## config.mk

```make
export PLATFORM = sky130hd
export DESIGN_NAME = mcast_fork_rt
export DESIGN_NICKNAME = d
export VERILOG_FILES = /design/src/rtl/mcast_fork_rt.sv
export SDC_FILE = /design/constraint.sdc
export NUM_CORES = 1
export LEC_CHECK = 0
export BUFFER_PORTS_ARGS = -buffer_cell sky130_fd_sc_hd__clkbuf_2
export CORE_MARGIN = 4
export CORE_UTILIZATION = 55
export CTS_CLUSTER_SIZE = 14
export DETAILED_ROUTE_END_ITERATION = 12
export PLACE_DENSITY = 0.87
export SLEW_MARGIN = 25
export SYNTH_ARGS = -nofsm -noshare
export SYNTH_HDL_FRONTEND = slang
export SYNTH_SLANG_ARGS = --single-unit
```

## constraint.sdc

```tcl
create_clock -name clk -period 2.78 [get_ports clk]
set_clock_uncertainty 0.05 [all_clocks]
set_input_delay 0.139 -clock clk [delete_from_list [all_inputs] [get_ports clk]]
set_output_delay 0.139 -clock clk [all_outputs]
set_load 0.01 [all_outputs]
```

## src/rtl/mcast_fork_rt.sv

```systemverilog
// Route computation and multicast tree forking for one mesh router input port.
// A descriptor is split by DOR output port and emitted as one beat per non-empty branch.
module mcast_fork_rt #(
    parameter int X_DIM   = 5,
    parameter int Y_DIM   = 4,
    parameter int MY_XPOS = 0,
    parameter int MY_YPOS = 0,
    parameter int ROUTING = 0,
    localparam int N      = X_DIM * Y_DIM,
    localparam int UW     = $clog2(N)
) (
    input  logic          clk,
    input  logic          rst_n,
    input  logic          in_valid,
    output logic          in_ready,
    input  logic          in_mcast,
    input  logic [UW-1:0] in_uaddr,
    input  logic [N-1:0]  in_maddr,
    output logic          out_valid,
    input  logic          out_ready,
    output logic [2:0]    out_port,
    output logic [N-1:0]  out_maddr,
    output logic          out_mcast,
    output logic          out_last,
    output logic          err
);

    localparam logic [0:0] ST_IDLE = 1'b0;
    localparam logic [0:0] ST_EMIT = 1'b1;

    localparam logic [2:0] P_LOCAL = 3'd0;
    localparam logic [2:0] P_EAST  = 3'd1;
    localparam logic [2:0] P_WEST  = 3'd2;
    localparam logic [2:0] P_NORTH = 3'd3;
    localparam logic [2:0] P_SOUTH = 3'd4;

    // Router position is a parameter, so each node's output port is a constant.
    function automatic logic [2:0] port_of(input int k);
        int dx;
        int dy;
        logic [2:0] p;
        dx = k / Y_DIM;
        dy = k % Y_DIM;
        p  = P_LOCAL;
        if (ROUTING == 0) begin
            if (dx > MY_XPOS)      p = P_EAST;
            else if (dx < MY_XPOS) p = P_WEST;
            else if (dy > MY_YPOS) p = P_NORTH;
            else if (dy < MY_YPOS) p = P_SOUTH;
        end else begin
            if (dy > MY_YPOS)      p = P_NORTH;
            else if (dy < MY_YPOS) p = P_SOUTH;
            else if (dx > MY_XPOS) p = P_EAST;
            else if (dx < MY_XPOS) p = P_WEST;
        end
        return p;
    endfunction

    logic [0:0]          state_q;
    logic [4:0]          pend_q;
    logic [4:0][N-1:0]   sub_q;
    logic                mcast_q;
    logic                err_q;

    logic [N-1:0]        dest;
    logic                drop;
    logic [4:0][N-1:0]   part;
    logic [4:0]          mask;
    logic [2:0]          sel;
    logic [4:0]          sel_oh;
    logic                emit;
    logic                last;

    always_comb begin
        dest = '0;
        drop = 1'b0;
        if (in_mcast) begin
            dest = in_maddr;
            drop = (in_maddr == '0);
        end else if (32'(in_uaddr) >= 32'(N)) begin
            drop = 1'b1;
        end else begin
            dest = {{(N-1){1'b0}}, 1'b1} << in_uaddr;
        end
    end

    always_comb begin
        part = '0;
        mask = '0;
        for (int p = 0; p < 5; p++) begin
            for (int k = 0; k < N; k++) begin
                part[p][k] = dest[k] && (port_of(k) == 3'(p));
            end
            mask[p] = |part[p];
        end
    end

    // Lowest-numbered pending port wins: LOCAL, EAST, WEST, NORTH, SOUTH.
    always_comb begin
        sel = 3'd0;
        for (int p = 4; p >= 0; p--) begin
            if (pend_q[p]) sel = 3'(p);
        end
    end

    assign sel_oh = 5'b00001 << sel;
    assign emit   = (state_q == ST_EMIT);
    assign last   = ((pend_q & ~sel_oh) == 5'b00000);

    always_ff @(posedge clk or negedge rst_n) begin
        if (!rst_n) begin
            state_q <= ST_IDLE;
            pend_q  <= '0;
            sub_q   <= '0;
            mcast_q <= 1'b0;
            err_q   <= 1'b0;
        end else begin
            err_q <= 1'b0;
            case (state_q)
                ST_IDLE: begin
                    if (in_valid) begin
                        if (drop) begin
                            err_q <= 1'b1;
                        end else begin
                            sub_q   <= part;
                            pend_q  <= mask;
                            mcast_q <= in_mcast;
                            if (mask != 5'b00000) state_q <= ST_EMIT;
                        end
                    end
                end
                ST_EMIT: begin
                    if (out_ready) begin
                        pend_q <= pend_q & ~sel_oh;
                        if (last) state_q <= ST_IDLE;
                    end
                end
                default: state_q <= ST_IDLE;
            endcase
        end
    end

    assign in_ready  = !emit;
    assign out_valid = emit;
    assign out_port  = emit ? sel : 3'd0;
    assign out_maddr = emit ? sub_q[sel] : '0;
    assign out_mcast = emit ? mcast_q : 1'b0;
    assign out_last  = emit ? last : 1'b0;
    assign err       = err_q;

endmodule

```

==> metrics list <==
* Achievable frequency: 516.8 MHz
- Clock latency of the later-clocked register in the worst-skew pair: 320 ps
- Count of maximum capacitance violations: 0
- The final-report hold violation count was 0.
- Sequential share of power: 44.2%
- In this run the static leakage power is 1.025 nW.
- The repair_antennas step left the layout with diodes totalling 0.
- Worst path cell trace: maj3_1, o21ai_0, o2bb2ai_1, and2_1, clkbuf_2
- For this run, design rule violations remaining after detail routing come to 0.
- On the worst path, the slowest cell contributes a delay of 500 ps.
* Required time reported for the critical path endpoint: 2590 ps
* Level count of the clock H-tree: 1
* Worst path setup slack after routing: 844.9 ps
- After synthesis, the share of flip-flops with an asynchronous set or reset is 100.0%.
- DR vias: 1,675
- Routed vias/inst: 5.659
- At the worst endpoint, the arrival time is 1750 ps.
* Post-detailed-placement half-perimeter wirelength: 3371 um
* Portion of the post-synthesis area used by sequential elements: 36.77%
* Source of the worst hold timing path: in_maddr[12]
* Avg Inst Size Synth: 9.576 um2
- Relative contribution of combinational cells to total power: 42.4%
- In the synthesized netlist the dominant register cell turns out to be sky130_fd_sc_hd__dfrtp_1.
- Number of enable-type register cells in the synthesized netlist: 0
* Unique masters post-synth: 46
- For the pin with the worst max-slew slack, the measured transition is 696.8 ps.
- Share of total power consumed by net switching: 40.29%
* Number of buffers added for setup after CTS: 0
* Share of layout cells above drive strength 1: 45.60%
* Global-route congestion overflow total: 0
* Number of failing setup endpoints in the final timing report: 0
* Sink count of the clock tree: 28
* GRT Total Usage: 21.41%
- The startpoint identified for the worst register-to-register timing path is out_valid.
- Measured against its own limit, the worst slew margin works out to 53.55%.
- Commonest cells after routing, fill and taps aside: 57 x sky130_fd_sc_hd__clkbuf_2, 28 x sky130_fd_sc_hd__dfrtp_1, 21 x sky130_fd_sc_hd__nand2_2
- Summing every instance area after synthesis gives 1906 um2.
- Post-Syn Instances: 199
- Most common cell after layout, fill and taps aside: sky130_fd_sc_hd__clkbuf_2
- Launching element type of the critical path: flip-flop
* Pre-Repair DR Iteration Count: 4
* TritonCTS clock tree: done
- Wire length of the first global-routing pass: 7362 um
- Clock Power Share: 13.5%
- For hold timing, the worst endpoint is sub_q[32].
* Final slew viol count: 0
* Final estimated routing congestion in global placement: 0.8916
* Clock root buffer master: sky130_fd_sc_hd__clkbuf_4
- Die outline width: 66.86 um
* Worst Hold Path Cells: 3
- The longest clock path from root to sink contains 2 buffers.
- The worst-case IR drop observed on VDD is 362.4 uV.
- Dividing the final minimum period by the clock period gives 69.61%.
- Fraction of synthesized cell area taken by the top area cell type: 36.77%
- Clock tree synthesis inserted a total of 3 buffers.
- FP Rows: 21
- Crit Path Class: flip-flop to output port
- Counting every net in the synthesized netlist gives 229.
- Cell type contributing the most total cell area after synthesis: sky130_fd_sc_hd__dfrtp_1
- Die area: 4470 um2
- Biggest fanout along the worst timing path: 10
- Post-route antenna net violation count: 0
- Switching power of the nets: 0.5872 mW
- Initial standard-cell utilization of the core: 57.11%
- The slowest stage of the critical path is the sky130_fd_sc_hd__dfrtp_1 cell.
* Post-DR wirelength/cell: 14.99 um
- Pin count of the biggest net entering global routing: 35
- Die height: 66.86 um
- Vias in the first global route: 1,544
- Before CTS, the worst setup slack after placement is 780.9 ps.
* Count of yosys warnings during synthesis: 0
* I/O pin cnt: 58
* I/O Buffers: 57
* Time the worst path needs with I/O delays and setup: 1935 ps
* Post-synthesis sequential element count: 28
- Number of nets in the layout: 281
* R2R setup slack: 1140 ps
- Critical Path Sink Type: output port
- The worst hold path belongs to the class input pin to flip-flop.
- From synthesis to final layout, the design area changed by 15.30%.
- RSZ-0062 raised after global routing: false
- Cell internal power was estimated by the tool at 0.8704 mW.
- Leading cell types by total area after synthesis: sky130_fd_sc_hd__dfrtp_1 37%, sky130_fd_sc_hd__o21ai_2 9.2%, sky130_fd_sc_hd__nand2_2 6.9%, sky130_fd_sc_hd__and2_1 6.6%, sky130_fd_sc_hd__a22oi_1 5.5%
* Ratio of total power to cell area: 663.4 nW/um2
- The worst register-to-register path ends at pend_q[3].
- For this block, the routed nets add up to 4438 um of wire.
- After clock tree synthesis, the clock-pin slew on the worst setup and hold paths is 150 ps.
* Number of antenna violations at the first check in global routing: 0
* Worst reg-to-reg path cell count: 5
* Iteration-0 DRC count of the detailed router: 91
* Post-route setup TNS: 0 ps
- Run status: finished clean
* Core footprint: 3337 um2
## worst max-delay path by stage
stage                          from      endpoint  slack (ps)  depth (start not counted)
final                     pend_q[1]      out_last         840                          5
after global routing      pend_q[1]  out_maddr[3]         740                          3
after CTS                 pend_q[1]      out_last         840                          5
after detailed placement   in_mcast     sub_q[28]         780                          6
after global placement     in_mcast     sub_q[30]         860                          6
after floorplan           out_valid     pend_q[3]        1200                          6
## registers in the layout, indices dropped and copies added, names as in the netlist
name	flops
out_valid	1
mcast_q	1
err	1
sub_q	20
pend_q	5
## kinds of logic after synthesis
logic type,after synthesis,synth area share (%)
flops,28,36.77
fa+ha+maj,1,0.5253
simple gates,86,28.17
compound gates,65,27.05
buf+inv,19,7.485
## cell usage after synthesis, drive strengths merged, types with 2 or more instances
| library cell | n |
|---|---|
| a21oi | 5 |
| a22oi | 14 |
| a32oi | 6 |
| and2 | 20 |
| and4 | 4 |
| buf | 7 |
| clkbuf | 8 |
| dfrtp | 28 |
| inv | 4 |
| nand2 | 26 |
| nand2b | 2 |
| nand3 | 2 |
| nor2 | 9 |
| nor2b | 6 |
| nor3 | 4 |
| nor3b | 2 |
| nor4 | 6 |
| o211ai | 2 |
| o21ai | 28 |
## power groups by stage
stage	sequential [mW]	clock, mW	combinational, mW
floorplan	0.604	0	0.513
global placement	0.648	0	0.602
detailed placement	0.652	0	0.622
CTS	0.642	0.199	0.626
global route	0.663	0.216	0.696
finish	0.644	0.196	0.618
## metrics by stage
step                total power [mW]  cell area, um2  std cells  util [%]  hold slack (ps)
global route                   1.575            2197        296     65.84            71.59
CTS                            1.467            2197        296     65.84            59.48
floorplan                      1.117            1906        199         -           -206.6
global placement               1.250            2151        291     64.45            163.1
detailed placement             1.274            2151        291     64.45            167.4
finish                         1.458            2197        296     65.84            63.63
## final cells by class
class / instances / area, um2
flip-flops and latches: 28 / 700.7
well taps: 46 / 57.56
clock buffers: 4 / 36.28
fillers: 302 / 1140
multi-input cells: 152 / 1062
repair buffers: 62 / 325.3
inverters: 4 / 15.01
## worst max-delay path, delay by kind of cell, from the launching register on
family / cells / cell delay (ps)
adders and majority gates: 1 / 370
DFF: 1 / 500
buffers and inverters: 1 / 120
AOI/OAI and AO/OA: 2 / 290
and+or+nand+nor: 1 / 140
## timing repair
| action | CTS | global route |
|---|---|---|
| endpoints found under the hold margin | 28 | 0 |
| hold buffers | 1 | 0 |
| resized for setup | 0 | 0 |
## per-layer routing
layer  share of wire (%)  GRT usage, %  vias to the layer above
met3                 5.8         2.698                       12
met4                 1.8         6.329                        0
li1                    -             -                      832
met2                  46         33.42                       65
met5                   0             0                        -
met1                  46         30.88                      766
(Power assumes the default switching activity.)
